===== src/rtl/alu_sequencer.sv =====
// Sequential front end for the 64-bit ALU: request/response handshakes around an EXEC beat.
// Define ALU_SEQ_FLAGS_EN to add a PASSFLAG beat that returns the ALU flag register in rsp_flags.
module alu_sequencer (
    input  logic        clk,
    input  logic        rst,
    input  logic        req_valid,
    output logic        req_ready,
    input  logic [4:0]  req_cmd,
    input  logic [6:0]  req_opm,
    input  logic [63:0] req_a,
    input  logic [63:0] req_b,
    output logic [4:0]  alu_cmd,
    output logic [6:0]  alu_opm,
    output logic [63:0] alu_a,
    output logic [63:0] alu_b,
    input  logic [63:0] alu_out,
    output logic        rsp_valid,
    input  logic        rsp_ready,
    output logic [63:0] rsp_data,
    output logic [63:0] rsp_flags,
    output logic        rsp_err,
    output logic [31:0] op_count
);

    localparam logic [4:0] CMD_PASSFLAG = 5'd2;
    localparam logic [4:0] CMD_MAX      = 5'd5;

    typedef enum logic [1:0] {
        IDLE  = 2'd0,
        EXEC  = 2'd1,
        FLAGS = 2'd2,
        RESP  = 2'd3
    } state_t;

    state_t state;

    function automatic logic cmd_illegal(input logic [4:0] cmd);
        return cmd > CMD_MAX;
    endfunction

`ifndef ALU_SEQ_FLAGS_EN
    assign rsp_flags = '0;
`endif

    always_ff @(posedge clk) begin
        if (rst) begin
            state     <= IDLE;
            req_ready <= 1'b1;
            rsp_valid <= 1'b0;
            rsp_data  <= '0;
`ifdef ALU_SEQ_FLAGS_EN
            rsp_flags <= '0;
`endif
            rsp_err   <= 1'b0;
            op_count  <= '0;
            alu_cmd   <= CMD_PASSFLAG;
            alu_opm   <= '0;
            alu_a     <= '0;
            alu_b     <= '0;
        end else begin
            case (state)
                IDLE: begin
                    if (req_valid) begin
                        alu_cmd   <= req_cmd;
                        alu_opm   <= req_opm;
                        alu_a     <= req_a;
                        alu_b     <= req_b;
                        rsp_err   <= cmd_illegal(req_cmd);
                        req_ready <= 1'b0;
                        state     <= EXEC;
                    end
                end
                EXEC: begin
                    rsp_data <= alu_out;
`ifdef ALU_SEQ_FLAGS_EN
                    // Operands stay put so PASSFLAG reads the flags this operation produced.
                    alu_cmd  <= CMD_PASSFLAG;
                    state    <= FLAGS;
`else
                    rsp_valid <= 1'b1;
                    state     <= RESP;
`endif
                end
                FLAGS: begin
`ifdef ALU_SEQ_FLAGS_EN
                    rsp_flags <= alu_out;
`endif
                    rsp_valid <= 1'b1;
                    state     <= RESP;
                end
                RESP: begin
                    if (rsp_ready) begin
                        op_count  <= op_count + 32'd1;
                        alu_cmd   <= CMD_PASSFLAG;
                        rsp_valid <= 1'b0;
                        rsp_err   <= 1'b0;
                        req_ready <= 1'b1;
                        state     <= IDLE;
                    end
                end
                default: state <= IDLE;
            endcase
        end
    end

endmodule

===== config.mk =====
export PLATFORM = sky130hd
export DESIGN_NAME = alu_sequencer
export DESIGN_NICKNAME = d
export VERILOG_FILES = /design/src/rtl/alu_sequencer.sv
export SDC_FILE = /design/constraint.sdc
export NUM_CORES = 1
export LEC_CHECK = 0
export CAP_MARGIN = 0
export CELL_PAD_IN_SITES_DETAIL_PLACEMENT = 1
export CELL_PAD_IN_SITES_GLOBAL_PLACEMENT = 1
export CORE_AREA = 3 3 195 197
export CTS_BUF_LIST = sky130_fd_sc_hd__clkbuf_4 sky130_fd_sc_hd__clkbuf_8 sky130_fd_sc_hd__clkbuf_16
export CTS_CLUSTER_SIZE = 40
export DETAILED_ROUTE_END_ITERATION = 8
export DIE_AREA = 0 0 198 200
export PLACE_DENSITY_LB_ADDON = 0.3
export SLEW_MARGIN = 10
export SYNTH_ARGS = -nofsm -noshare
export SYNTH_HDL_FRONTEND = slang
export SYNTH_SLANG_ARGS = --single-unit

===== constraint.sdc =====
create_clock -name clk -period 2.1 [get_ports clk]
set_input_delay 0.63 -clock clk [delete_from_list [all_inputs] [get_ports clk]]
set_output_delay 0.63 -clock clk [all_outputs]
set_load 0.02 [all_outputs]

[After elaboration in Yosys (flattened, before gate mapping)]
Cells that the tools add are included.
Word-level totals
  bits in registers: 241
  input port bits: 208
  output and inout port bits: 303
  logic and storage cells: 39
Operators by class
  add/subtract/negate cells: 1
  order comparisons: 1
  eq/ne operators: 5
  multiplexer cells: 13
  reductions and logical operators: 9
Operator list (number)
  $add 32x1->32 const B: 1
  $mux 5: 2
  $pmux 5 s2: 1
  $reduce_and 2->1: 4
  $pmux 1 s2: 3
  $pmux 2 s3: 1
  $gt 5x3->1 const B: 1
  $eq 2x2->1 const B: 2
  $mux 1: 4
  $mux 2: 2
  $ne 2x2->1 const B: 2
  $reduce_bool 2->1: 2
  $reduce_and 3->1: 1
  $eq 2x1->1 const B: 1
  $logic_not 2->1: 1
  $reduce_or 2->1: 1

[Longest topological paths before layout]
  word-level depth: 4
  depth in mapped cells: 9

[Worst setup path before layout]
Ideal clock, no wire load.
  path type: input to register
  from: input port rsp_ready
  to: register op_count[29]
  setup time: 0.070 ns
  arrival time: 1.748 ns
  required time: 2.030 ns
  path slack: 0.282 ns
  stages on the path: 6
  buffers on the path: 2
  cells stage by stage: and4_1 > buf_6 > nand4_4 > buf_6 > or4_1 > a21oi_1
Between the ends
  word-level cells in the longest chain between the ends: 1
Ends and longest elaborated chain
  from (decl): RTL line 18  | input logic rsp_ready,
  $reduce_and 2->1 (no source line)
  to (signal assigned): RTL line 93  | op_count <= op_count + 32'd1;
  to (decl): RTL line 22  | output logic [31:0] op_count
Every way passes these cells.
A chain may end at the register's enable or synchronous reset.

[Worst setup path after layout]
  from: register op_count[13]
  to: output port op_count[13]
No word-level cell between the ends.

==> reports/results.tsv <==
stage	metric	value	unit
detailed_routing	dr.pass1.iters	4	
synthesis	synthSimpleGateAreaFrac	19.7	%
detailed_routing	met3_wirelength	3.04	mm
critical_path	r2r_setup_slack	0.17	ns
detailed_routing	top_layer	met5	
cts	clkTransAtPathRegs	0.06	ns
critical_path	startpoint	op_count[13]	
cells_and_area	final_layout_size_suffix_gt1_share	6.28	%
critical_path	r2r-start	state[1]	
synthesis	synthArstFlopShare	0	%
cts	clock_latency	0.55	ns
die	start_util	25.4	%
die	dieHeight	200	um
hold_path	hold_path_class	reg2reg	
critical_path	path_buf_inv	1	
placed_design	gp_congestion	0.734	
grt	overflow	0	
pwr	pwr_density_cell	870	nW/um^2
synthesis	synth-xor-area-share	1.04	%
cts	post_cts_buffers	0	
sta	fmaxAchievable	498	MHz
detailed_routing	drcViolationCount	0	
synthesis	netlist_instances	1085	
synthesis	synth_fa_ha_area_share	0.676	%
placed_design	io_buffers	446	
job	maxCapViolCount	0	
die	coreArea	36400	sq um
placed_design	dp_hpwl	25.6	mm
cts	htreeDepth	1	
critical_path	timing.rr.end	op_count[14]	
cells_and_area	layout.nets	1742	
critical_path	path_delay_family	flip-flops	
cts	cts_buffers	29	
sta	finalSetupViolCount	0	
sta	finalHoldViolCount	0	
grt	grt_use_total	16.1	%
synthesis	ys_top_cells_by_area	dfxtp_1 (52%), nand2_1 (12%), a21oi_1 (9.0%)	
cts	cts-resized-gates	238	
placed_design	place_inst	1966	
critical_path	critPathCapture	op_count[13]	
detailed_routing	drtIter0Drc	193	
detailed_routing	met1_length	13.3	mm
cts	max-clock-path-buffers	3	
sta	slew_viol_final	0	
critical_path	cpPeakStageDelay	0.46	ns
grt	grt_pass1_vias	9051	
die	num_rows	70	
detailed_routing	via_per_inst	4.43	
cts	cts_hold_buf	0	
cells_and_area	syn_to_final_growth	60.6	%
die	dieWidth	198	um
critical_path	crit_path_start_kind	flip-flop	
critical_path	worst-r2r-cell-count	7	
cells_and_area	instances_no_fill	2013	
sta	period_needed	2.01	ns
critical_path	cp_slowest_cell	dfxtp_1	
detailed_routing	route.met2.wl	17.1	mm
grt	grt_max_degree	65	
cells_and_area	num_antenna_cells	0	
pwr	p_leak	6.69	nW
synthesis	synth_flop_cell	dfxtp_1	
detailed_routing	drtAntennaViolNets	0	
synthesis	synth.mux.area_fraction	7.03	%
grt	antenna_found_initial	1	
sta	period_share	95.7	%
detailed_routing	via_count	8922	
sta	rsz0062_at_grt	false	
die	design.die.area	39600	sq um
critical_path	worstSetupPathDepth	1	
detailed_routing	routedWlPerCell	17.0	um
synthesis	synth_cell_types	32	
synthesis	synth.top_cell.area_share	52.2	%
detailed_routing	wirelength	34.3	mm
synthesis	avgSynthCellArea	8.53	sq um
critical_path	cp-end-kind	output port	
cts	clock-sinks	241	
pwr	max-vdd-ir-drop	0.677	mV
critical_path	cp.required	1.47	ns
sta	setup_ws	0.0901	ns
critical_path	path_class	reg2out	
cts	cts_tree	built	
synthesis	synth-compound-area-share	10.7	%
placed_design	placed_area	14300	sq um
sta	clock_skew	0.0101	ns
sta	fin_tns_setup	0	ns
critical_path	worstPathCellList	dlygate4sd2_1	
grt	grt_pass1_wl	51.1	mm
die	num_io_pins	511	
synthesis	ys_seq_area_share	52.2	%
critical_path	arrival	1.38	ns
synthesis	yosysTopAreaCell	dfxtp_1	
synthesis	synthesis.area	9250	sq um
synthesis	synth_edf_count	0	
cts	root_buffer	clkbuf_16	
status	status	complete, no violations	
placed_design	dpl_worst_slack	-0.397	ns
synthesis	synth_seq_cells	241	
synthesis	synth_top_family_by_area	simple AND/OR/NAND/NOR gates	
cells_and_area	final_area	14900	sq um
hold_path	holdPathStages	2	
synthesis	yosys_warnings	0	
critical_path	worstPathMaxFanout	7	
## through the flow
stage | hold WS, ns | util, % | total power [mW]
floorplan | 0.526 | - | 6.95
global placement | 0.440 | 39.2 | 8.56
finish | 0.450 | 40.8 | 12.9
CTS | 0.444 | 40.8 | 13.2
global route | 0.459 | 40.8 | 13.6
detailed placement | 0.446 | 39.2 | 8.62
## synthesized netlist by cell type, types with 3 or more instances
cell      count
and4_1        6
o21ai_1       9
nor2_1       79
nand2_1     286
nand4b_1      4
ha_1          5
a21oi_1     166
and2_1        4
dfxtp_1     241
or4_1        10
xor2_1       10
buf_2         8
and3_1        3
clkbuf_1     57
nand3_1      11
buf_1         6
or3_1        10
inv_1         5
o31ai_1      10
mux2i_1      65
nand4_1      10
buf_4        64
## layer usage
layer  up-vias  GRT usage [%]
li1       4350              -
met1      4223           18.2
met2       303           29.1
met3        44           6.08
met4         2           3.75
met5         -              0
## area by class of cell
class | count | area (sq um)
clock buffers | 41 | 822
clock inverters | 6 | 63.8
fillers | 4340 | 21600
inverters | 5 | 18.8
multi-input cells | 765 | 3890
flip-flops and latches | 241 | 4820
well taps | 468 | 586
repair buffers | 487 | 4660
## worst min-delay path by stage
stage | start | endpoint
3_5_place_dp | alu_a[52] | alu_a[52]
2_1_floorplan | state[0] | state[0]
5_1_grt | rst | alu_a[51]
6_report | alu_a[52] | alu_a[52]
3_3_place_gp | alu_b[25] | alu_b[25]
4_1_cts | rst | rsp_data[4]
## registers in the layout, indices dropped and copies added (netlist names)
name       flops
state          2
alu_opm        7
op_count      32
req_ready      1
alu_a         64
alu_cmd        5
alu_b         64
rsp_data      64
rsp_err        1
rsp_valid      1
## cells by family (layout without fill, tap and decap cells)
logic type      Yosys count  in the layout
simple gates            429            429
xor+xnor                 11             11
flops                   241            241
compound gates          191            191
fa+ha+maj                 5              5
mux                      65             65
other cells               1             64
buf+inv                 142            539
## power breakdown
part / internal [mW] / switching [mW] / total (mW)
Clock: 2.82 / 1.92 / 4.74
Sequential: 4.98 / 0.187 / 5.17
Combinational: 1.29 / 1.73 / 3.02
Total: 9.09 / 3.83 / 12.9
## worst reg2reg max path, delay by kind of cell (launching register included)
kind                       cells  cell delay (ns)
and+or+nand+nor                3             0.77
buffers and inverters          2             0.37
DFF                            1             0.35
adders and majority gates      1             0.21
AOI/OAI and AO/OA              1             0.15
## layout by cell type, fill, tap and decap left out, types with 3 or more instances in the layout
master,count
mux2i_1,65
or4_1,10
or3_1,10
inv_1,5
o21ai_1,9
and2_1,3
nor2_1,79
nand4b_1,4
ha_1,4
and4_1,6
o31ai_1,10
xor2_1,10
nand4_1,10
clkdlybuf4s50_1,206
and3_1,3
buf_12,15
conb_1,64
dlygate4sd2_1,237
clkbuf_4,11
buf_4,27
nand2_1,285
clkbuf_16,29
dfxtp_1,241
nand3_1,11
a21oi_1,166
Power figures use the tool's default switching activity.
